--- src/rtl/coef_readback_tx.sv ---
// Coefficient readback framer: snapshots the FIR coefficient bank and streams
// HEADER, sign-extended big-endian coefficient bytes and an XOR checksum to a UART TX.
module coef_readback_tx #(
    parameter int unsigned N_COEF = 16,
    parameter int unsigned COEF_W = 12,
    parameter logic [7:0]  HEADER = 8'hA5
) (
    input  logic                     clk_100MHz_i,
    input  logic                     rst_i,
    input  logic                     dump_i,
    input  logic [N_COEF*COEF_W-1:0] coefs_i,
    output logic [7:0]               tx_data_o,
    output logic                     tx_valid_o,
    input  logic                     tx_ready_i,
    output logic                     busy_o,
    output logic                     done_o
);

    localparam int unsigned N_BYTES = 2 * N_COEF;
    localparam int unsigned IDX_W   = $clog2(N_BYTES);
    localparam int unsigned CIDX_W  = IDX_W - 1;

    typedef enum logic [2:0] {
        S_IDLE,
        S_SEND_HDR,
        S_SEND_DATA,
        S_SEND_CHK,
        S_DONE
    } state_t;

    state_t              r_state;
    logic [COEF_W-1:0]   r_shadow [N_COEF];
    logic [IDX_W-1:0]    r_idx;
    logic [7:0]          r_chk;

    logic                w_xfer;
    logic [IDX_W-1:0]    w_sel_idx;
    logic [CIDX_W-1:0]   w_coef_idx;
    logic signed [COEF_W-1:0] w_coef;
    logic [15:0]         w_ext;
    logic [7:0]          w_byte;

    // Next data byte to present: index 0 after the header, else the one after r_idx
    assign w_xfer     = tx_valid_o & tx_ready_i;
    assign w_sel_idx  = (r_state == S_SEND_DATA) ? (r_idx + IDX_W'(1)) : '0;
    assign w_coef_idx = w_sel_idx[IDX_W-1:1];
    assign w_coef     = r_shadow[w_coef_idx];
    assign w_ext      = 16'(w_coef);
    assign w_byte     = w_sel_idx[0] ? w_ext[7:0] : w_ext[15:8];

    always_ff @(posedge clk_100MHz_i) begin
        if (rst_i) begin
            r_state    <= S_IDLE;
            r_idx      <= '0;
            r_chk      <= 8'h00;
            tx_data_o  <= 8'h00;
            tx_valid_o <= 1'b0;
            busy_o     <= 1'b0;
            done_o     <= 1'b0;
        end else begin
            done_o <= 1'b0;
            case (r_state)
                S_IDLE: begin
                    if (dump_i) begin
                        for (int k = 0; k < int'(N_COEF); k++) begin
                            r_shadow[k] <= coefs_i[COEF_W*k +: COEF_W];
                        end
                        r_chk      <= 8'h00;
                        r_idx      <= '0;
                        tx_data_o  <= HEADER;
                        tx_valid_o <= 1'b1;
                        busy_o     <= 1'b1;
                        r_state    <= S_SEND_HDR;
                    end
                end
                S_SEND_HDR: begin
                    if (w_xfer) begin
                        tx_data_o <= w_byte;
                        r_idx     <= '0;
                        r_state   <= S_SEND_DATA;
                    end
                end
                S_SEND_DATA: begin
                    // Checksum folds in each data byte as it is accepted
                    if (w_xfer) begin
                        r_chk <= r_chk ^ tx_data_o;
                        if (r_idx == IDX_W'(N_BYTES - 1)) begin
                            tx_data_o <= r_chk ^ tx_data_o;
                            r_state   <= S_SEND_CHK;
                        end else begin
                            r_idx     <= r_idx + IDX_W'(1);
                            tx_data_o <= w_byte;
                        end
                    end
                end
                S_SEND_CHK: begin
                    if (w_xfer) begin
                        tx_data_o  <= 8'h00;
                        tx_valid_o <= 1'b0;
                        busy_o     <= 1'b0;
                        done_o     <= 1'b1;
                        r_state    <= S_DONE;
                    end
                end
                S_DONE: begin
                    r_state <= S_IDLE;
                end
                default: begin
                    r_state <= S_IDLE;
                end
            endcase
        end
    end

endmodule
--- config.mk ---
export PLATFORM = sky130hd
export DESIGN_NAME = coef_readback_tx
export DESIGN_NICKNAME = d
export VERILOG_FILES = /design/src/rtl/coef_readback_tx.sv
export SDC_FILE = /design/constraint.sdc
export NUM_CORES = 1
export LEC_CHECK = 0
export CORE_ASPECT_RATIO = 1.1
export CORE_MARGIN = 3
export CORE_UTILIZATION = 30
export DETAILED_ROUTE_END_ITERATION = 6
export SYNTH_ARGS = -nofsm -noshare
export SYNTH_HDL_FRONTEND = slang
export SYNTH_SLANG_ARGS = --single-unit
--- constraint.sdc ---
create_clock -name clk_100MHz_i -period 13.8 [get_ports clk_100MHz_i]
set_clock_uncertainty 0.2 [all_clocks]
set_input_delay 1.38 -clock clk_100MHz_i [delete_from_list [all_inputs] [get_ports clk_100MHz_i]]
set_output_delay 1.38 -clock clk_100MHz_i [all_outputs]
set_load 0.005 [all_outputs]
==> impl_metrics.sql, run 1 <==
INSERT INTO impl_metrics (metric_group, metric, value, unit) VALUES
('synth', 'yosys_reg_bits', '218', ''),
('placement', 'gp_routability_congestion', '0.817', ''),
('timing', 'setup_violations', '0', ''),
('timing', 'worst_pin_slew', '1.00', 'ns'),
('clock_tree', 'ctsHtreeMaxLevel', '1', ''),
('detailed_routing', 'routedWlPerCell', '20.6', 'um'),
('worst_setup_path', 'worst-endpoint-arrival', '4.36', 'ns'),
('layout', 'drive_gt1_frac', '0.0885', ''),
('synth', 'synth.most_common_cell', 'sky130_fd_sc_hd__edfxtp_1', ''),
('clock_tree', 'path_clk_slew', '0.06', 'ns'),
('power', 'p_int', '1.16', 'mW'),
('detailed_routing', 'drt-vias-per-instance', '4.98', ''),
('hold_path', 'whs_endpoint', 'r_chk[6]', ''),
('clock_tree', 'clk_path_buf_depth', '3', ''),
('clock_tree', 'clk_latency', '0.51', 'ns'),
('worst_setup_path', 'critPathMaxFanout', '72', ''),
('synth', 'number_of_enable_flip_flop_cells_after_synthesis', '192', ''),
('global_routing', 'grt_overflow', '0', ''),
('layout', 'antennaDiodeCount', '0', ''),
('power', 'power.density_cell_area', '118', 'mW/mm2'),
('detailed_routing', 'detailedRoute.firstPassIterationCount', '5', ''),
('worst_setup_path', 'worstRegToRegCells', '8', ''),
('global_routing', 'grt_pass1_wl', '39400', 'um'),
('synth', 'synth-main-ff-cell', 'sky130_fd_sc_hd__edfxtp_1', ''),
('floorplanning', 'std_cell_rows', '66', ''),
('timing', 'max_transition_margin', '0.331', ''),
('clock_tree', 'tritoncts_num_sinks', '218', ''),
('power', 'power_frac_clock', '0.406', ''),
('global_routing', 'first_global_vias', '6578', ''),
('worst_setup_path', 'setup.worst_path.end_class', 'register', ''),
('synth', 'synth-seq-area-share', '0.681', ''),
('synth', 'synth_area_per_cell', '14.0', 'um2'),
('timing', 'timing.fmax', '0.226', 'GHz'),
('timing', 'grt_setup_unrepaired', 'false', ''),
('power', 'p_leak', '4.05', 'nW'),
('synth', 'netlist-cell-type-count', '68', ''),
('detailed_routing', 'vias', '6367', ''),
('worst_setup_path', 'critPathMaxStageDelay', '0.92', 'ns'),
('worst_setup_path', 'regToRegEndpoint', 'tx_data_o[5]', ''),
('clock_tree', 'clock_tree.root_cell', 'sky130_fd_sc_hd__clkbuf_16', ''),
('global_routing', 'groute.usage.overall', '0.155', ''),
('clock_tree', 'cts-buffers-inserted', '24', ''),
('detailed_routing', 'routed_wl', '26300', 'um'),
('floorplanning', 'pin_count', '207', ''),
('floorplanning', 'initial_cell_density_of_the_core', '0.308', ''),
('synth', 'ys_top_cells_by_area', 'sky130_fd_sc_hd__edfxtp_1, sky130_fd_sc_hd__dfxtp_1, sky130_fd_sc_hd__mux2i_1, sky130_fd_sc_hd__nand2_1, sky130_fd_sc_hd__nand3_1', ''),
('run', 'cap_viol_max_count', '0', ''),
('clock_tree', 'postCtsResizedCells', '0', ''),
('clock_tree', 'cts_tree', 'built', ''),
('outcome', 'status', 'finished clean', ''),
('power', 'power.switching', '0.312', 'mW'),
('worst_setup_path', 'crit_path_cell_trace', 'clkdlybuf4s50_1 -> inv_1 -> and3_4 -> buf_4', ''),
('detailed_routing', 'post-route-drc-count', '0', ''),
('synth', 'synthDominantAreaCellType', 'sky130_fd_sc_hd__edfxtp_1', ''),
('placement', 'io_buffers', '206', ''),
('floorplanning', 'die_width', '173', 'um'),
('worst_setup_path', 'r2r_setup_slack', '9.70', 'ns'),
('clock_tree', 'hold_buffers', '0', ''),
('timing', 'whs', '0.298', 'ns'),
('timing', 'min_period_over_period', '0.321', ''),
('floorplanning', 'fp.coreArea', '0.0300', 'mm2'),
('synth', 'syn_area', '0.00924', 'mm2'),
('hold_path', 'hold-path-cell-count', '2', ''),
('detailed_routing', 'ant_nets', '0', ''),
('worst_setup_path', 'regToRegStartpoint', 'r_idx[0]', ''),
('placement', 'place_hpwl', '18300', 'um'),
('synth', 'synth-async-reset-ratio', '0', ''),
('timing', 'report.final.hold_viol_count', '0', ''),
('synth', 'syn-num-nets', '856', ''),
('floorplanning', 'floorplan.die_area', '0.0329', 'mm2'),
('power', 'netSwitchingFraction', '0.211', '');
-- logic make-up (layout without fill, tap and decap cells) --
| family | count (synthesis) | in the layout | share of synthesized area |
|---|---|---|---|
| and+or+nand+nor | 203 | 203 | 0.114 |
| buffers and inverters | 45 | 257 | 0.0229 |
| adders and majority gates | 2 | 2 | 0.00271 |
| DFF | 218 | 218 | 0.681 |
| xor gates and xnor gates | 9 | 9 | 0.0114 |
| AOI/OAI and AO/OA | 141 | 141 | 0.111 |
| muxes | 40 | 40 | 0.0577 |
-- critical path: cells and delay by family --
family	cells	cell delay [ns]
buf+inv	3	1.97
simple gates	1	0.92
-- sequential cells by signal, summed over array words and instances, names as in the netlist --
register   flops
r_idx          5
tx_data_o      8
r_state        3
r_shadow     192
r_chk          8
busy_o         1
done_o         1
-- area by class of cell --
type	count	area (um2)
flip-flops and latches	218	6290
inverters	2	7.51
clock buffers	28	637
clock inverters	13	92.6
multi-input cells	395	2800
repair buffers	214	2120
well taps	408	510
fillers	2780	17500
-- power by group through the flow --
| stage | Sequential [mW] | Clock [mW] | Combinational, mW |
|---|---|---|---|
| finish | 0.763 | 0.599 | 0.114 |
| global route | 0.765 | 0.641 | 0.122 |
| CTS | 0.762 | 0.614 | 0.115 |
| detailed placement | 0.776 | 0 | 0.115 |
| global placement | 0.775 | 0 | 0.114 |
| floorplan | 0.777 | 0 | 0.0378 |
-- placed cells by master (no fill, tap or decap), types with 4 or more instances in the layout --
cell type and n:
sky130_fd_sc_hd__and3_1 9, sky130_fd_sc_hd__a221oi_1 7, sky130_fd_sc_hd__clkinv_2 5, sky130_fd_sc_hd__nand3_1 43, sky130_fd_sc_hd__nor3b_1 21, sky130_fd_sc_hd__nor2b_1 4, sky130_fd_sc_hd__o211ai_1 8, sky130_fd_sc_hd__buf_4 8
sky130_fd_sc_hd__mux2_2 6, sky130_fd_sc_hd__o31ai_1 8, sky130_fd_sc_hd__a32oi_1 4, sky130_fd_sc_hd__edfxtp_1 192, sky130_fd_sc_hd__mux2i_1 24, sky130_fd_sc_hd__nor3_1 7, sky130_fd_sc_hd__nand3b_1 8, sky130_fd_sc_hd__o221ai_1 4
sky130_fd_sc_hd__clkinv_1 4, sky130_fd_sc_hd__o21ai_0 37, sky130_fd_sc_hd__dfxtp_1 26, sky130_fd_sc_hd__a31oi_1 10, sky130_fd_sc_hd__a21oi_1 22, sky130_fd_sc_hd__o22a_1 7, sky130_fd_sc_hd__clkbuf_16 25, sky130_fd_sc_hd__mux4_2 9
sky130_fd_sc_hd__clkdlybuf4s50_1 206, sky130_fd_sc_hd__nand2_1 61, sky130_fd_sc_hd__nor4_1 4, sky130_fd_sc_hd__nor2_1 29
-- metrics by stage --
step           total power [mW]  area [um2]   util  setup WS, ns  cells
2_1_floorplan             0.815        9240      -          6.81    658
3_3_place_gp              0.890       11700  0.391          8.89   1237
3_5_place_dp              0.891       11700  0.391          8.81   1237
4_1_cts                    1.49       12500  0.415          9.33   1278
5_1_grt                    1.53       12500  0.415          9.15   1278
6_report                   1.48       12500  0.415          9.37   1278
-- worst max path at each step --
stage / from / depth (start not counted) / to / slack [ns]
after detailed placement: rst_i / 4 / r_shadow[13][8] / 8.81
after global routing: rst_i / 4 / r_shadow[8][3] / 9.15
after floorplan: rst_i / 3 / r_shadow[0][0] / 6.81
after CTS: rst_i / 4 / r_shadow[13][3] / 9.33
final: rst_i / 4 / r_shadow[14][10] / 9.37
after global placement: rst_i / 4 / r_shadow[12][3] / 8.89
-- metal layers --
metal / track usage / part of all wire / vias up
li1: - / - / 2973
met1: 0.206 / 0.43 / 3128
met2: 0.266 / 0.50 / 228
met3: 0.0257 / 0.052 / 38
met4: 0.0421 / 0.023 / 0
met5: 0 / 0 / -
Power figures use the tool's default switching activity.
==> run 2, diff against run 1 <==
clock period = 4.5 ns   (was 13.8 ns; I/O delays follow)
==> run 2 against run 1 <==
Against the previous run:
- cell count rose by 0.63%
- power rose to 3.1 times the previous value
- combinational power rose to 3.1 times the previous value
- critical path depth rose by 3
- critical endpoint is now tx_data_o[5]
- sequential share of layout area fell by 0.38 points
==> impl_metrics.sql, run 2 (same netlist as run 1, synthesis figures left out) <==
INSERT INTO impl_metrics (metric_group, metric, value, unit) VALUES
('worst_setup_path', 'setup.worst_path.end_class', 'register', ''),
('floorplanning', 'fp.coreArea', '0.0300', 'mm2'),
('floorplanning', 'initial_cell_density_of_the_core', '0.308', ''),
('worst_setup_path', 'worst_setup_path_start_kind', 'register', ''),
('clock_tree', 'tritoncts_num_sinks', '218', ''),
('worst_setup_path', 'regToRegEndpoint', 'tx_data_o[5]', ''),
('power', 'power.density_cell_area', '365', 'mW/mm2'),
('global_routing', 'grt_util_met3', '0.0309', ''),
('worst_setup_path', 'crit_path_cell_trace', 'ha_2 -> xnor2_4 -> nor2_2 -> nand3_1 -> a41o_1 -> o41ai_4 -> a211oi_1', ''),
('layout', 'registers_with_the_most_flip_flops', 'r_shadow x192, r_chk x8, tx_data_o x8', ''),
('worst_setup_path', 'critPathMaxFanout', '40', ''),
('power', 'largest_vdd_supply_drop', '0.000283', 'V'),
('layout', 'multi_input_combinational_cell_area', '0.00280', 'mm2'),
('clock_tree', 'ctsHtreeMaxLevel', '1', ''),
('global_routing', 'grt_use_met1', '0.196', ''),
('hold_path', 'whs_endpoint', 'r_shadow[3][3]', ''),
('clock_tree', 'clock_tree.root_cell', 'sky130_fd_sc_hd__clkbuf_16', ''),
('layout', 'fillerInstances', '2764', ''),
('timing', 'min_period_over_period', '0.746', ''),
('worst_setup_path', 'worstRegToRegCells', '7', ''),
('layout', 'final_net_count', '1058', ''),
('layout', 'register_name_with_the_most_flops', 'r_shadow', ''),
('power', 'p_int', '3.62', 'mW'),
('global_routing', 'first_global_vias', '6512', ''),
('layout', 'largest_reg_flops', '192', ''),
('detailed_routing', 'drt-vias-per-instance', '4.92', ''),
('power', 'seq_power_share', '0.512', ''),
('timing', 'timing.fmax', '0.298', 'GHz'),
('worst_setup_path', 'slowest_stage', 'sky130_fd_sc_hd__nor2_2', ''),
('clock_tree', 'cts_tree', 'built', ''),
('power', 'power.combinational.fraction', '0.077', ''),
('clock_tree', 'cts_post_setup_buffers_inserted', '0', ''),
('global_routing', 'grt_overflow', '0', ''),
('clock_tree', 'postCtsResizedCells', '0', ''),
('worst_setup_path', 'worst_setup_path_class', 'register to register', ''),
('layout', 'area_growth_syn_to_layout', '35.9', '%'),
('layout', 'drive_gt1_frac', '0.0959', ''),
('worst_setup_path', 'worst-endpoint-arrival', '3.53', 'ns'),
('detailed_routing', 'ant_nets', '0', ''),
('layout', 'most-common-layout-cells', 'sky130_fd_sc_hd__clkdlybuf4s50_1, sky130_fd_sc_hd__edfxtp_1, sky130_fd_sc_hd__nand2_1', ''),
('worst_setup_path', 'r2r_setup_slack', '1.14', 'ns'),
('clock_tree', 'clk_latency', '0.50', 'ns'),
('global_routing', 'groute.usage.overall', '0.154', ''),
('power', 'power_frac_clock', '0.411', ''),
('timing', 'grt_setup_unrepaired', 'false', ''),
('floorplanning', 'std_cell_rows', '66', ''),
('clock_tree', 'path_clk_slew', '0.06', 'ns'),
('power', 'fin_total_pwr', '4.58', 'mW'),
('worst_setup_path', 'endpoint_required_time_on_the_critical_path', '4.67', 'ns'),
('power', 'netSwitchingFraction', '0.208', ''),
('floorplanning', 'chipHeight', '190', 'um'),
('placement', 'io_buffers', '206', ''),
('clock_tree', 'clk_path_buf_depth', '3', ''),
('global_routing', 'globalRouteMet2Util', '0.259', ''),
('floorplanning', 'floorplan.die_area', '0.0329', 'mm2'),
('placement', 'place_hpwl', '19200', 'um'),
('worst_setup_path', 'regToRegStartpoint', 'r_idx[0]', ''),
('placement', 'gp_routability_congestion', '0.821', ''),
('detailed_routing', 'post-route-drc-count', '0', ''),
('hold_path', 'hp-class', 'input pin to register', ''),
('timing', 'setup_violations', '0', ''),
('run', 'cap_viol_max_count', '0', ''),
('timing', 'timing_max_transition_violations_final', '0', ''),
('global_routing', 'grt_pass1_wl', '38800', 'um'),
('detailed_routing', 'routed_wl', '26200', 'um'),
('worst_setup_path', 'critPathMaxStageDelay', '0.77', 'ns'),
('worst_setup_path', 'crit_path_launch', 'r_idx[0]', ''),
('clock_tree', 'hold_buffers', '0', ''),
('floorplanning', 'die_width', '173', 'um'),
('global_routing', 'antenna_found_initial', '2', ''),
('power', 'power.switching', '0.954', 'mW'),
('global_routing', 'pin_count_of_the_biggest_net_entering_global_routing', '58', ''),
('outcome', 'status', 'finished clean', ''),
('detailed_routing', 'routedWlPerCell', '20.4', 'um'),
('timing', 'post-route-min-period', '3.36', 'ns'),
('global_routing', 'grt_busiest_layer', 'met2', ''),
('detailed_routing', 'detailedRoute.firstPassIterationCount', '5', ''),
('hold_path', 'hold-path-cell-count', '1', ''),
('timing', 'setup-tns-final', '0', 'ns'),
('layout', 'sequential_cell_area', '0.00629', 'mm2'),
('clock_tree', 'cts-buffers-inserted', '23', ''),
('power', 'p_leak', '4.09', 'nW'),
('floorplanning', 'pin_count', '207', ''),
('timing', 'report.final.hold_viol_count', '0', ''),
('timing', 'max_transition_margin', '0.248', ''),
('layout', 'mostFrequentLayoutCell', 'sky130_fd_sc_hd__clkdlybuf4s50_1', ''),
('detailed_routing', 'drt_iter0_markers', '414', ''),
('timing', 'worst_pin_slew', '1.13', 'ns'),
('hold_path', 'hold_path_startpoint', 'coefs_i[39]', ''),
('detailed_routing', 'vias', '6328', '');
run 2: worst max path at each step:
stage / endpoint / slack, ns / cells after the start
4_1_cts: tx_data_o[5] / 1.10 / 7
6_report: tx_data_o[5] / 1.14 / 7
5_1_grt: tx_data_o[4] / 0.91 / 7
3_5_place_dp: tx_data_o[5] / 1.15 / 7
2_1_floorplan: r_shadow[0][0] / 0.66 / 3
3_3_place_gp: tx_data_o[5] / 1.20 / 7
run 2: layer usage:
metal / wire (um) / vias up / part of all wire
met2: 12800 / 221 / 0.49
met5: 0 / - / 0
met4: 888 / 0 / 0.034
li1: - / 2981 / -
met3: 1530 / 49 / 0.058
met1: 10900 / 3077 / 0.42
run 2: worst max-delay path, delay by kind of cell (launching register included):
family	cells	cell delay (ns)
simple gates	2	0.92
fa+ha+maj	1	0.35
xor+xnor	1	0.33
compound gates	3	0.94
flops	1	0.48
run 2: per-stage QoR:
step                      cell area, um2  cells  hold WS [ns]  utilization  worst slack [ns]
final                              12500   1286         0.291        0.419              1.14
after global routing               12500   1286         0.272        0.419             0.910
after CTS                          12500   1284         0.272        0.418              1.10
after detailed placement           11800   1243         0.291        0.393              1.15
after global placement             11800   1243         0.279        0.393              1.20
after floorplan                     9240    658         0.262            -             0.663
run 2: layout make-up:
cell class,count,share of cell area
flip-flops and latches,218,0.501
repair buffers,220,0.175
multi-input cells,395,0.223
clock buffers,25,0.0465
inverters,2,0.000598
clock inverters,16,0.0133
diodes,2,0.000399
well taps,408,0.0407
run 2: power by group through the flow:
| stage | sequential, mW | combinational [mW] | clock, mW |
|---|---|---|---|
| 2_1_floorplan | 2.37 | 0.116 | 0 |
| 3_5_place_dp | 2.39 | 0.353 | 0 |
| 4_1_cts | 2.34 | 0.354 | 1.94 |
| 3_3_place_gp | 2.39 | 0.350 | 0 |
| 6_report | 2.34 | 0.350 | 1.88 |
| 5_1_grt | 2.35 | 0.376 | 2.00 |
